`src/rtl/conv_pkg.sv`:
```
// Shared types and helpers for the conv2d_stream_engine slice.
//   conv_state_e : controller state encoding
//   clog2_1      : address width that never collapses to zero bits
//   out_dim      : side length of a valid (unpadded) convolution output
// No ports (package).
package conv_pkg;

    typedef enum logic [2:0] {
        S_IDLE,
        S_FILL,
        S_MAC,
        S_EMIT,
        S_DONE
    } conv_state_e;

    function automatic int clog2_1(input int n);
        return (n > 1) ? $clog2(n) : 1;
    endfunction

    function automatic int out_dim(input int img, input int k);
        return img - k + 1;
    endfunction

endpackage

```
`src/rtl/conv_line_buffer.sv`:
```
// K x IMG_W circular row store for the convolution window.
// Ports:
//   clk              clock
//   wr_en            write strobe
//   wr_row, wr_col   write slot (buffer row, column)
//   wr_data          signed pixel to store
//   rd_row, rd_col   read slot (buffer row, column)
//   rd_data          signed pixel at the read slot (combinational read)
// Contents are not reset: every slot is written before it is read in a frame.
module conv_line_buffer #(
    parameter int DATA_W = 16,
    parameter int K      = 3,
    parameter int IMG_W  = 8,
    parameter int BW     = 2,
    parameter int CW     = 3
) (
    input  logic                     clk,
    input  logic                     wr_en,
    input  logic [BW-1:0]            wr_row,
    input  logic [CW-1:0]            wr_col,
    input  logic signed [DATA_W-1:0] wr_data,
    input  logic [BW-1:0]            rd_row,
    input  logic [CW-1:0]            rd_col,
    output logic signed [DATA_W-1:0] rd_data
);

    logic signed [DATA_W-1:0] mem_q [K][IMG_W];

    always_ff @(posedge clk) begin
        if (wr_en) begin
            mem_q[wr_row][wr_col] <= wr_data;
        end
    end

    assign rd_data = mem_q[rd_row][rd_col];

endmodule

```
`src/rtl/conv2d_stream_engine.sv`:
```
// Streaming valid (unpadded) KxK 2-D convolution with a single sequential MAC.
// Pixels arrive in raster order; the latest K rows live in a circular line
// buffer. Each window-completing pixel triggers K*K MAC cycles, then one
// result is offered on the output handshake.
// Ports:
//   clk, rst                      clock, synchronous active-high reset
//   start / busy / done           frame control and status
//   kw_valid, kw_addr, kw_data    kernel coefficient write (IDLE only)
//   in_valid, in_ready, in_data   pixel stream
//   out_valid, out_ready,
//   out_data, out_last            result stream, out_last on final result
// Build option: RELU_EN -- when defined, negative results are emitted as 0.
//
// state | meaning
// IDLE  | waiting for start, kernel writes accepted
// FILL  | accepting pixels into the line buffer
// MAC   | K*K multiply-accumulate cycles for one window
// EMIT  | result held on out_data until out_ready
// DONE  | one-cycle done pulse, then back to IDLE
module conv2d_stream_engine
    import conv_pkg::*;
#(
    parameter int DATA_W  = 16,
    parameter int ACC_W   = 40,
    parameter int IMG_W   = 8,
    parameter int IMG_H   = 8,
    parameter int K       = 3,
    localparam int KA_W   = clog2_1(K * K)
) (
    input  logic                     clk,
    input  logic                     rst,
    input  logic                     start,
    output logic                     busy,
    output logic                     done,
    input  logic                     kw_valid,
    input  logic [KA_W-1:0]          kw_addr,
    input  logic signed [DATA_W-1:0] kw_data,
    input  logic                     in_valid,
    output logic                     in_ready,
    input  logic signed [DATA_W-1:0] in_data,
    output logic                     out_valid,
    input  logic                     out_ready,
    output logic signed [ACC_W-1:0]  out_data,
    output logic                     out_last
);

    localparam int KK = K * K;
    localparam int RW = clog2_1(IMG_H);
    localparam int CW = clog2_1(IMG_W);
    localparam int BW = clog2_1(K);

    conv_state_e               state_q, state_d;
    logic [RW-1:0]             row_q, row_d;
    logic [CW-1:0]             col_q, col_d;
    logic [BW-1:0]             brow_q, brow_d;
    logic [BW-1:0]             rd_brow_q, rd_brow_d;
    logic [CW-1:0]             rd_col_q, rd_col_d;
    logic [BW-1:0]             j_q, j_d;
    logic [KA_W-1:0]           k_q, k_d;
    logic signed [ACC_W-1:0]   acc_q, acc_d;
    logic                      last_q, last_d;
    logic signed [DATA_W-1:0]  kern_q [KK];
    logic signed [DATA_W-1:0]  kern_d [KK];

    logic                      wr_en;
    logic signed [DATA_W-1:0]  rd_data;
    logic signed [2*DATA_W-1:0] prod;

    function automatic logic [BW-1:0] brow_inc(input logic [BW-1:0] b);
        return (b == BW'(K - 1)) ? '0 : b + BW'(1);
    endfunction

    conv_line_buffer #(
        .DATA_W (DATA_W),
        .K      (K),
        .IMG_W  (IMG_W),
        .BW     (BW),
        .CW     (CW)
    ) u_line_buffer (
        .clk     (clk),
        .wr_en   (wr_en),
        .wr_row  (brow_q),
        .wr_col  (col_q),
        .wr_data (in_data),
        .rd_row  (rd_brow_q),
        .rd_col  (rd_col_q),
        .rd_data (rd_data)
    );

    // Operands are sign-extended before the multiply so the full-width product is exact.
    assign prod = (2*DATA_W)'(kern_q[k_q]) * (2*DATA_W)'(rd_data);

    always_comb begin
        state_d   = state_q;
        row_d     = row_q;
        col_d     = col_q;
        brow_d    = brow_q;
        rd_brow_d = rd_brow_q;
        rd_col_d  = rd_col_q;
        j_d       = j_q;
        k_d       = k_q;
        acc_d     = acc_q;
        last_d    = last_q;
        kern_d    = kern_q;
        wr_en     = 1'b0;

        case (state_q)
            S_IDLE: begin
                if (kw_valid && (int'(kw_addr) < KK)) begin
                    kern_d[kw_addr] = kw_data;
                end
                if (start) begin
                    state_d = S_FILL;
                    row_d   = '0;
                    col_d   = '0;
                    brow_d  = '0;
                    last_d  = 1'b0;
                end
            end
            S_FILL: begin
                if (in_valid) begin
                    wr_en = 1'b1;
                    if (col_q == CW'(IMG_W - 1)) begin
                        col_d  = '0;
                        row_d  = row_q + RW'(1);
                        brow_d = brow_inc(brow_q);
                    end else begin
                        col_d = col_q + CW'(1);
                    end
                    if ((row_q >= RW'(K - 1)) && (col_q >= CW'(K - 1))) begin
                        // Oldest window row sits one slot after the row just written.
                        state_d   = S_MAC;
                        acc_d     = '0;
                        k_d       = '0;
                        j_d       = '0;
                        rd_brow_d = brow_inc(brow_q);
                        rd_col_d  = col_q - CW'(K - 1);
                        last_d    = (row_q == RW'(IMG_H - 1)) && (col_q == CW'(IMG_W - 1));
                    end
                end
            end
            S_MAC: begin
                acc_d = acc_q + ACC_W'(prod);
                k_d   = k_q + KA_W'(1);
                if (j_q == BW'(K - 1)) begin
                    j_d       = '0;
                    rd_col_d  = rd_col_q - CW'(K - 1);
                    rd_brow_d = brow_inc(rd_brow_q);
                end else begin
                    j_d      = j_q + BW'(1);
                    rd_col_d = rd_col_q + CW'(1);
                end
                if (k_q == KA_W'(KK - 1)) begin
                    state_d = S_EMIT;
                end
            end
            S_EMIT: begin
                if (out_ready) begin
                    state_d = last_q ? S_DONE : S_FILL;
                end
            end
            S_DONE: begin
                state_d = S_IDLE;
            end
            default: begin
                state_d = S_IDLE;
            end
        endcase
    end

    always_ff @(posedge clk) begin
        if (rst) begin
            state_q   <= S_IDLE;
            row_q     <= '0;
            col_q     <= '0;
            brow_q    <= '0;
            rd_brow_q <= '0;
            rd_col_q  <= '0;
            j_q       <= '0;
            k_q       <= '0;
            acc_q     <= '0;
            last_q    <= 1'b0;
            for (int i = 0; i < KK; i++) begin
                kern_q[i] <= '0;
            end
        end else begin
            state_q   <= state_d;
            row_q     <= row_d;
            col_q     <= col_d;
            brow_q    <= brow_d;
            rd_brow_q <= rd_brow_d;
            rd_col_q  <= rd_col_d;
            j_q       <= j_d;
            k_q       <= k_d;
            acc_q     <= acc_d;
            last_q    <= last_d;
            kern_q    <= kern_d;
        end
    end

    assign busy      = (state_q == S_FILL) || (state_q == S_MAC) || (state_q == S_EMIT);
    assign done      = (state_q == S_DONE);
    assign in_ready  = (state_q == S_FILL);
    assign out_valid = (state_q == S_EMIT);
    assign out_last  = (state_q == S_EMIT) && last_q;

`ifdef RELU_EN
    assign out_data = acc_q[ACC_W-1] ? '0 : acc_q;
`else
    assign out_data = acc_q;
`endif

endmodule

```
`config.mk`:
```
export PLATFORM = sky130hd
export DESIGN_NAME = conv2d_stream_engine
export DESIGN_NICKNAME = d
export VERILOG_FILES = /design/src/rtl/conv_pkg.sv /design/src/rtl/conv_line_buffer.sv /design/src/rtl/conv2d_stream_engine.sv
export SDC_FILE = /design/constraint.sdc
export NUM_CORES = 2
export LEC_CHECK = 0
export CORE_UTILIZATION = 65
export DETAILED_ROUTE_END_ITERATION = 12
export GPL_ROUTABILITY_DRIVEN = 0
export PLACE_DENSITY = 0.83
export SLEW_MARGIN = 20
export SYNTH_ARGS = -nofsm -noshare
export SYNTH_HDL_FRONTEND = slang
export SYNTH_SLANG_ARGS = --single-unit
```
`constraint.sdc`:
```
create_clock -name clk -period 12.5 [get_ports clk]
set_input_delay 3.125 -clock clk [delete_from_list [all_inputs] [get_ports clk]]
set_output_delay 3.125 -clock clk [all_outputs]
set_load 0.05 [all_outputs]
```
==> metrics.cfg <==
[status]
status = finished, final reports clean

[logic_synthesis]
synth_cell_types = 73
avgSynthCellArea_sq_um = 11.4
synth_flop_cell = edfxtp_1
async_flop_share = 0
synth_edf_count = 384
syn_inst = 3161
ys_warn_count = 0
syn-cell-area_sq_um = 36100
synth-seq-cells = 593
syn_nets = 3660
synth.yosys.seq_area_share = 0.435

[grt]
grt_max_degree = 96
grt_pass1_vias = 25800
track_usage = 0.326
grt_antenna_before_repair = 2
grt_overflow = 0
grt_pass1_wl_microns = 140000

[worst_hold_path]
min-delay-path-class = flip-flop to flip-flop

[timing]
final.setup_skew_ps = 45.0
fin_crit_sh = 0.714
fmaxAchievable_mhz = 112
max_slew_margin = 0.172
holdWs_ps = 448
setup_violations = 0
rsz0062_at_grt = no
hold_viol = 0
period_needed_ps = 8930
finalSetupTns_ps = 0
tightest_slew_ps = 1240
slew_viol_final = 0

[critical_path]
path_max_fanout = 40
end_kind = flip-flop
cpMostUsedCell = fa_1
path_buf_inv = 5
slowest_stage = dfxtp_4
required_ps = 13000
max_stage_delay_ps = 900
critPathLaunchType = flip-flop
path_delay_family = adder cells
cp_data_arrival_time_ps = 9430
crit_type = flip-flop to flip-flop

[finish]
n_antenna_cell = 0
drive_gt1_frac = 0.0835
fin_area_sq_um = 39500
finalNonFillerCells = 3982
syn_to_final_growth_pct = 9.31
fillers = 3467
finalNetCount = 3687

[die]
rows = 86
io_pins = 87
die_x_microns = 238
fp.dieH_microns = 238
start_util = 0.657
core_area_sq_um = 55000
die_area_sq_um = 56500

[power_and_ir_drop]
leakagePower_nw = 15.3
vdd_drop_max_mv = 0.123
p_per_area_nw_per_um2 = 107

[clocking]
postCtsHoldBufs = 0
clk_latency_ps = 650
ctsResizeCount = 0
cts_tree = yes
cts_made_buffers = 59
clkSinkCount = 593
cts-htree-levels = 2
cts_setup_buffers = 0
cts_root_buffer = clkbuf_16
clk_path_buf_depth = 3
clk_pin_slew_worst_paths_ps = 60

[drt]
drt_pass1_iterations = 6
avgRoutedWirePerCell_microns = 22.6
viasPerCell = 6.17
drt_iter0_markers = 2813
ant_nets = 0
vias = 24600
routed_wl_microns = 90100
drc_errors = 0

[placement]
dp_hpwl_microns = 60400
dpl.cell_count = 3875
place_area_sq_um = 37500
io_buffers = 86

[run]
drv_cap = 0

-- cell type report --
type                    count  area, sq um  area share
well taps                 748          936      0.0237
clock buffers              78         1590      0.0402
inverters                 406         1520      0.0386
clock inverters            29          380     0.00964
flip-flops and latches    593        15700       0.399
repair buffers            126         1170      0.0296
multi-input cells        2002        18100       0.460
-- cells by family (layout without fill, tap and decap cells) --
group | count (synthesis) | count (layout) | synth area share
AND/OR/NAND/NOR | 888 | 888 | 0.106
flip-flops | 593 | 593 | 0.435
buffers and inverters | 566 | 639 | 0.0631
adder cells (fa/ha/maj) | 457 | 457 | 0.227
AO/OA/AOI/OAI | 433 | 433 | 0.0700
multiplexers | 196 | 196 | 0.0914
XOR/XNOR | 28 | 28 | 0.00679
-- state kept, by name, indices dropped and copies added, names as in the netlist, named ones only --
signal               cells
rd_brow_q                2
kern_q                 144
j_q                      2
row_q                    3
col_q                    3
brow_q                   2
last_q                   1
rd_col_q                 3
u_line_buffer.mem_q    384
k_q                      4
out_data                40
state_q                  3
-- synth_stat cells, types with 5 or more instances --
master      n  share of area
or3_1       9         0.0016
inv_1     406          0.042
a22oi_1    18         0.0037
xor2_1      6         0.0015
edfxtp_1  384           0.32
buf_1       8        0.00083
ha_1      127          0.044
a21o_1     15         0.0031
o21bai_1    6         0.0012
nand2_1   450          0.047
mux2i_1    89          0.025
nor3_1     13         0.0018
or2_2      12         0.0021
nor2b_1    31         0.0054
nand4_1     9         0.0016
nand2b_1   45         0.0078
nand3_1    20         0.0028
a32oi_1     5         0.0012
buf_4       7         0.0015
o21ai_1    13         0.0018
xnor2_1    22         0.0053
a211oi_1    6         0.0012
fa_1      330           0.18
o211ai_1    6         0.0012
o21a_1     17         0.0035
mux4_2    106          0.066
nor2_1    238          0.025
clkbuf_1   88         0.0091
a21oi_1   228          0.032
and2_1     39         0.0068
dfxtp_1   209           0.12
buf_2      47         0.0065
o21ai_0    76          0.011
buf_6       9         0.0028
-- worst min-delay path, stage by stage, from the launching register on --
cell and delay (ps):
dfxtp_1 300, nand2_1 50, a21oi_1 50
-- path summary, 6_finish.rpt --
kind                                         startpoint  slack (ps)  cells after the start                         to
worst max-delay path                          flip-flop        3570                     25  out_data[29]$_SDFFE_PP0P_
worst min-delay path            kern_q[34]$_SDFFE_PP0P_         450                      2    kern_q[34]$_SDFFE_PP0P_
worst max register to register                flip-flop        3570                     25  out_data[29]$_SDFFE_PP0P_
worst min register to register  kern_q[34]$_SDFFE_PP0P_         450                      2    kern_q[34]$_SDFFE_PP0P_
-- stage by stage --
| stage | utilization | power, mW | setup slack, ps |
|---|---|---|---|
| 3_3_place_gp | 0.681 | 2.43 | 3870 |
| 4_1_cts | 0.718 | 4.22 | 3610 |
| 2_1_floorplan | - | 2.35 | 4940 |
| 3_5_place_dp | 0.682 | 2.45 | 3710 |
| 6_report | 0.718 | 4.22 | 3570 |
| 5_1_grt | 0.718 | 4.33 | 3040 |
-- where the power goes --
part           switching (mW)  internal [mW]  leakage (nW)
registers             0.00508           2.09          5.14
clock network           0.778           1.02         0.953
logic                   0.203          0.114          9.25
-- layer usage --
layer / wire length, microns / global-route usage
met5: 11 / 0
met4: 4700 / 0.164
met3: 8720 / 0.0684
met2: 43800 / 0.544
met1: 32800 / 0.406
-- layout by cell type, fill, tap and decap left out, types with 17 or more instances in the layout --
| cell type | Yosys | routed |
|---|---|---|
| a21oi_1 | 228 | 228 |
| a22oi_1 | 18 | 18 |
| and2_1 | 39 | 34 |
| buf_4 | 7 | 39 |
| clkbuf_16 | 0 | 59 |
| clkdlybuf4s50_1 | 0 | 85 |
| dfxtp_1 | 209 | 205 |
| edfxtp_1 | 384 | 384 |
| fa_1 | 330 | 330 |
| ha_1 | 127 | 127 |
| inv_1 | 406 | 406 |
| mux2i_1 | 89 | 89 |
| mux4_2 | 106 | 106 |
| nand2_1 | 450 | 450 |
| nand2b_1 | 45 | 45 |
| nand3_1 | 20 | 20 |
| nor2_1 | 238 | 237 |
| nor2b_1 | 31 | 31 |
| o21a_1 | 17 | 17 |
| o21ai_0 | 76 | 75 |
| xnor2_1 | 22 | 22 |
(Power assumes the default switching activity.)
